[src/rtl/led_chaser_pkg.sv]
// Shared types and constants for the LED chaser: mode codes, bounce
// direction encoding and the pattern each mode starts from.
package led_chaser_pkg;

  localparam int MODE_W = 2;
  localparam int LED_W  = 8;

  typedef enum logic [MODE_W-1:0] {
    SHIFT_L = 2'd0,
    SHIFT_R = 2'd1,
    BOUNCE  = 2'd2,
    BLINK   = 2'd3
  } mode_t;

  typedef enum logic {
    DIR_LEFT  = 1'b0,
    DIR_RIGHT = 1'b1
  } dir_t;

  localparam logic [LED_W-1:0] INIT_SHIFT_L = 8'h01;
  localparam logic [LED_W-1:0] INIT_SHIFT_R = 8'h80;
  localparam logic [LED_W-1:0] INIT_BOUNCE  = 8'h01;
  localparam logic [LED_W-1:0] INIT_BLINK   = 8'h0F;

  localparam logic [LED_W-1:0] LED_LSB = 8'h01;
  localparam logic [LED_W-1:0] LED_MSB = 8'h80;

  function automatic logic [LED_W-1:0] initial_pattern(input mode_t m);
    logic [LED_W-1:0] p;
    case (m)
      SHIFT_L: p = INIT_SHIFT_L;
      SHIFT_R: p = INIT_SHIFT_R;
      BOUNCE:  p = INIT_BOUNCE;
      default: p = INIT_BLINK;
    endcase
    return p;
  endfunction

  function automatic mode_t next_mode(input mode_t m);
    mode_t n;
    case (m)
      SHIFT_L: n = SHIFT_R;
      SHIFT_R: n = BOUNCE;
      BOUNCE:  n = BLINK;
      default: n = SHIFT_L;
    endcase
    return n;
  endfunction

endpackage

[src/rtl/led_chaser_edge_rise.sv]
// Rising-edge detector; the history register tracks the input even in reset
// so a level held high across reset release never looks like a new edge.
module edge_rise (
  input  logic clk,
  input  logic rst,
  input  logic in,
  output logic pulse
);

  logic prev;

  always_ff @(posedge clk) begin
    prev <= in;
  end

  always_comb begin
    pulse = in & ~prev & ~rst;
  end

endmodule

[src/rtl/led_chaser.sv]
// LED chaser: steps an 8-bit pattern on tick rising edges according to the
// current mode; the mode button cycles modes and reloads the start pattern.
module led_chaser
  import led_chaser_pkg::*;
#(
  parameter int WIDTH = 8
) (
  input  logic              clk,
  input  logic              rst,
  input  logic              tick_in,
  input  logic              mode_btn,
  input  logic              run,
  output logic [WIDTH-1:0]  leds,
  output logic [MODE_W-1:0] mode
);

  logic step;
  logic mode_evt;

  mode_t            mode_q, mode_n;
  dir_t             dir_q, dir_n;
  logic [LED_W-1:0] led_q, led_n;

  edge_rise u_tick_edge (
    .clk   (clk),
    .rst   (rst),
    .in    (tick_in),
    .pulse (step)
  );

  edge_rise u_mode_edge (
    .clk   (clk),
    .rst   (rst),
    .in    (mode_btn),
    .pulse (mode_evt)
  );

  always_ff @(posedge clk) begin
    if (rst) begin
      mode_q <= SHIFT_L;
      dir_q  <= DIR_LEFT;
      led_q  <= INIT_SHIFT_L;
    end else begin
      mode_q <= mode_n;
      dir_q  <= dir_n;
      led_q  <= led_n;
    end
  end

  // A mode change outranks a step arriving on the same cycle.
  always_comb begin
    mode_n = mode_q;
    dir_n  = dir_q;
    led_n  = led_q;
    if (mode_evt) begin
      mode_n = next_mode(mode_q);
      dir_n  = DIR_LEFT;
      led_n  = initial_pattern(next_mode(mode_q));
    end else if (step && run) begin
      case (mode_q)
        SHIFT_L: led_n = {led_q[LED_W-2:0], led_q[LED_W-1]};
        SHIFT_R: led_n = {led_q[0], led_q[LED_W-1:1]};
        BOUNCE: begin
          if (dir_q == DIR_LEFT) begin
            if (led_q == LED_MSB) begin
              dir_n = DIR_RIGHT;
              led_n = led_q >> 1;
            end else begin
              led_n = led_q << 1;
            end
          end else begin
            if (led_q == LED_LSB) begin
              dir_n = DIR_LEFT;
              led_n = led_q << 1;
            end else begin
              led_n = led_q >> 1;
            end
          end
        end
        default: led_n = ~led_q;
      endcase
    end
  end

  always_comb begin
    leds = led_q;
    mode = mode_q;
  end

endmodule
[config.mk]
export PLATFORM = sky130hd
export DESIGN_NAME = led_chaser
export DESIGN_NICKNAME = d
export VERILOG_FILES = /design/src/rtl/led_chaser_pkg.sv /design/src/rtl/led_chaser_edge_rise.sv /design/src/rtl/led_chaser.sv
export SDC_FILE = /design/constraint.sdc
export NUM_CORES = 1
export LEC_CHECK = 0
export ABC_AREA = 1
export ABC_CLOCK_PERIOD_IN_PS = 2600
export CAP_MARGIN = 20
export CORE_MARGIN = 10
export CORE_UTILIZATION = 55
export DETAILED_ROUTE_END_ITERATION = 16
export GPL_TIMING_DRIVEN = 0
export PLACE_DENSITY_LB_ADDON = 0.2
export REMOVE_ABC_BUFFERS = 1
export SYNTH_ARGS = -nofsm -noshare
export SYNTH_HDL_FRONTEND = slang
export SYNTH_HIERARCHICAL = 1
export SYNTH_SLANG_ARGS = --single-unit
[constraint.sdc]
create_clock -name clk -period 2.6 [get_ports clk]
set_input_delay 0.52 -clock clk [delete_from_list [all_inputs] [get_ports clk]]
set_output_delay 0.52 -clock clk [all_outputs]
set_load 0.1 [all_outputs]
==> flow_summary.yaml <==
floorplan:
  dieArea_um2: 3580
  io_pins: 15
  rows: 14
  dieWidth_um: 59.9
  core_area_um2: 1510
  dieHeight_um: 59.9
  initial_core_util_pct: 58.0
sta:
  max_freq_mhz: 407
  rsz0062_at_grt: "no"
  setup_viol: 0
  min_period_ns: 2.46
  final-max-slew-violation-count: 0
  worstMarginPinSlew_ns: 0.973
  finalCritPeriodShare_pct: 94.5
  finalHoldViolCount: 0
  slew_headroom_pct: 34.9
  worst_slack_ns: 0.142
  clock_skew_ns: 0.00745
  tns_ns: 0
cells_and_area:
  mostFrequentLayoutCell: "nand2_1"
  nFillCells: 137
  antenna_cells: 0
  fin_cells: 169
  syn_to_final_growth_pct: 19.6
  drive_gt1_share_pct: 10.5
  utilization_pct: 69.4
  final_net_count: 164
  mostFrequentLayoutCells: "nand2_1 (31), inv_1 (21), a21oi_1 (19)"
clock_tree:
  clk_latency_ns: 0.28
  cts-buffers-inserted: 3
  cts_buffer_depth: 2
  cts_root_buffer: "clkbuf_4"
  cts_hold_buf: 0
  cts_setup_buffers: 0
  h-tree-depth: 1
  clk_pin_slew_ns: 0.09
  cts_tree: "done"
  cts_resized: 0
  clock_sinks: 13
synthesis:
  yosysWarnings: 6
  netlist_instances: 137
  ys_seq_area_share_pct: 29.8
  synth_seq_cells: 13
  avgSynthCellArea_um2: 6.37
  synth.distinct_cells: 20
  netlist_area_um2: 873
job:
  cap_violations: 0
worst_hold_path:
  hold_depth: 2
  hold_class: "register to register"
run_status:
  status: "finished, final reports clean"
grt:
  antenna_found_initial: 0
  grt_pass1_vias: 797
  grt.overflow.total: 0
  grt_max_degree: 14
  grt_pass1_wl_mm: 3.39
  track_usage_pct: 11.8
setup_path:
  crit_buf_inv: 1
  crit_arrival_ns: 1.94
  cp.depth: 1
  slowest_stage: "clkdlybuf4s50_1"
  path_cells: "clkdlybuf4s50_1"
  end_kind: "output pin"
  cp.required_ns: 2.08
  critical_path.top_delay_family: "buffers and inverters"
  reg2regPathDepth: 7
  slowest_delay_ns: 1.19
  crit_fanout: 7
  worst_setup_path_start_kind: "register"
  crit_type: "register to output pin"
drt:
  ant_nets: 0
  initialDrtViolationCount: 16
  detail_route.wl_per_cell_um: 12.0
  vias: 877
  routed_wirelength_mm: 2.03
  detail_route.vias_per_cell: 5.19
  drc: 0
  drt_pass1_iterations: 4
placed_design:
  post-place-cells: 165
  post-place-ws_ns: 0.353
  dp.final_hpwl_mm: 1.48
  globalplace.congestion: 0.916
  portBuffers: 14
power_and_ir_drop:
  p_leak_nw: 0.464
  clkPwrFrac_pct: 29.5
  power_frac_comb_pct: 23.5
  ir_drop_mv: 0.347
  p_sw_w: 0.000156
  p_sw_share_pct: 34.5
  internal_power_w: 0.000297
  p_seq_share_pct: 46.9
  powerDensity_nw_per_um2: 434
flip-flops by register name, summed over array words and instances, names as in the netlist:
name / flops
u_tick_edge/prev: 1
mode: 2
dir_q: 1
u_mode_edge/prev: 1
leds: 8
cells by family after synthesis:
family                   count (synthesis)  synth area share [%]
AND/OR/NAND/NOR                         48                  23.1
AO/OA/AOI/OAI                           42                  26.6
buffers and inverters                   29                  13.3
flip-flops                              13                  29.8
adder cells (fa/ha/maj)                  5                  7.16
metrics by stage:
| step | total power (W) | hold WS, ns | cell area [µm²] |
|---|---|---|---|
| after floorplan | 0.000294 | 0.548 | 858 |
| after global placement | 0.000322 | 0.482 | 1020 |
| after detailed placement | 0.000323 | 0.497 | 1020 |
| after CTS | 0.000451 | 0.509 | 1040 |
| after global routing | 0.000471 | 0.552 | 1040 |
| final | 0.000453 | 0.510 | 1040 |
power by group through the flow:
stage / registers [W] / clock network (W) / logic, W
detailed placement: 0.000217 / 0 / 0.000106
global route: 0.000213 / 0.000141 / 0.000116
floorplan: 0.000250 / 0 / 0.0000442
finish: 0.000213 / 0.000134 / 0.000107
CTS: 0.000212 / 0.000132 / 0.000107
global placement: 0.000217 / 0 / 0.000105
area by class of cell:
| type | instances | area (µm²) | share of cell area (%) |
|---|---|---|---|
| Tap cell | 16 | 20.0 | 1.92 |
| Timing Repair Buffer | 14 | 140 | 13.4 |
| Sequential cell | 13 | 260 | 24.9 |
| Inverter | 27 | 101 | 9.70 |
| Multi-Input combinational cell | 95 | 497 | 47.5 |
| Clock buffer | 4 | 26.3 | 2.51 |
routing by layer:
layer	wire length [µm]	global-route usage (%)
met3	170	4.87
met5	0	0
met2	890	17.8
met1	945	14.7
met4	23	4.17
worst paths after layout:
check	startpoint	end	slack, ns
max	leds[7]$_SDFFE_PP0P_	leds[7]	0.14
min	leds[4]$_SDFFE_PP0P_	leds[4]$_SDFFE_PP0P_	0.51
max reg2reg	mode[0]$_SDFFE_PP0P_	leds[1]$_SDFFE_PP0P_	1.10
min reg2reg	leds[4]$_SDFFE_PP0P_	leds[4]$_SDFFE_PP0P_	0.51
Yosys cell counts:
cell | count | area share [%]
a21oi_1 | 19 | 11
a21oi_2 | 2 | 2.0
a21oi_4 | 1 | 1.9
a31oi_1 | 1 | 0.72
buf_6 | 1 | 1.3
clkbuf_1 | 1 | 0.43
clkinv_1 | 1 | 0.43
dfxtp_1 | 13 | 30
ha_1 | 5 | 7.2
inv_1 | 21 | 9.0
inv_2 | 5 | 2.1
nand2_1 | 31 | 13
nand2_2 | 2 | 1.4
nand3_1 | 3 | 1.7
nor2_1 | 9 | 3.9
nor2_2 | 2 | 1.4
nor2_4 | 1 | 1.3
o21ai_0 | 9 | 5.2
o21ai_1 | 8 | 4.6
o22ai_1 | 2 | 1.4
Power figures use the tool's default switching activity.
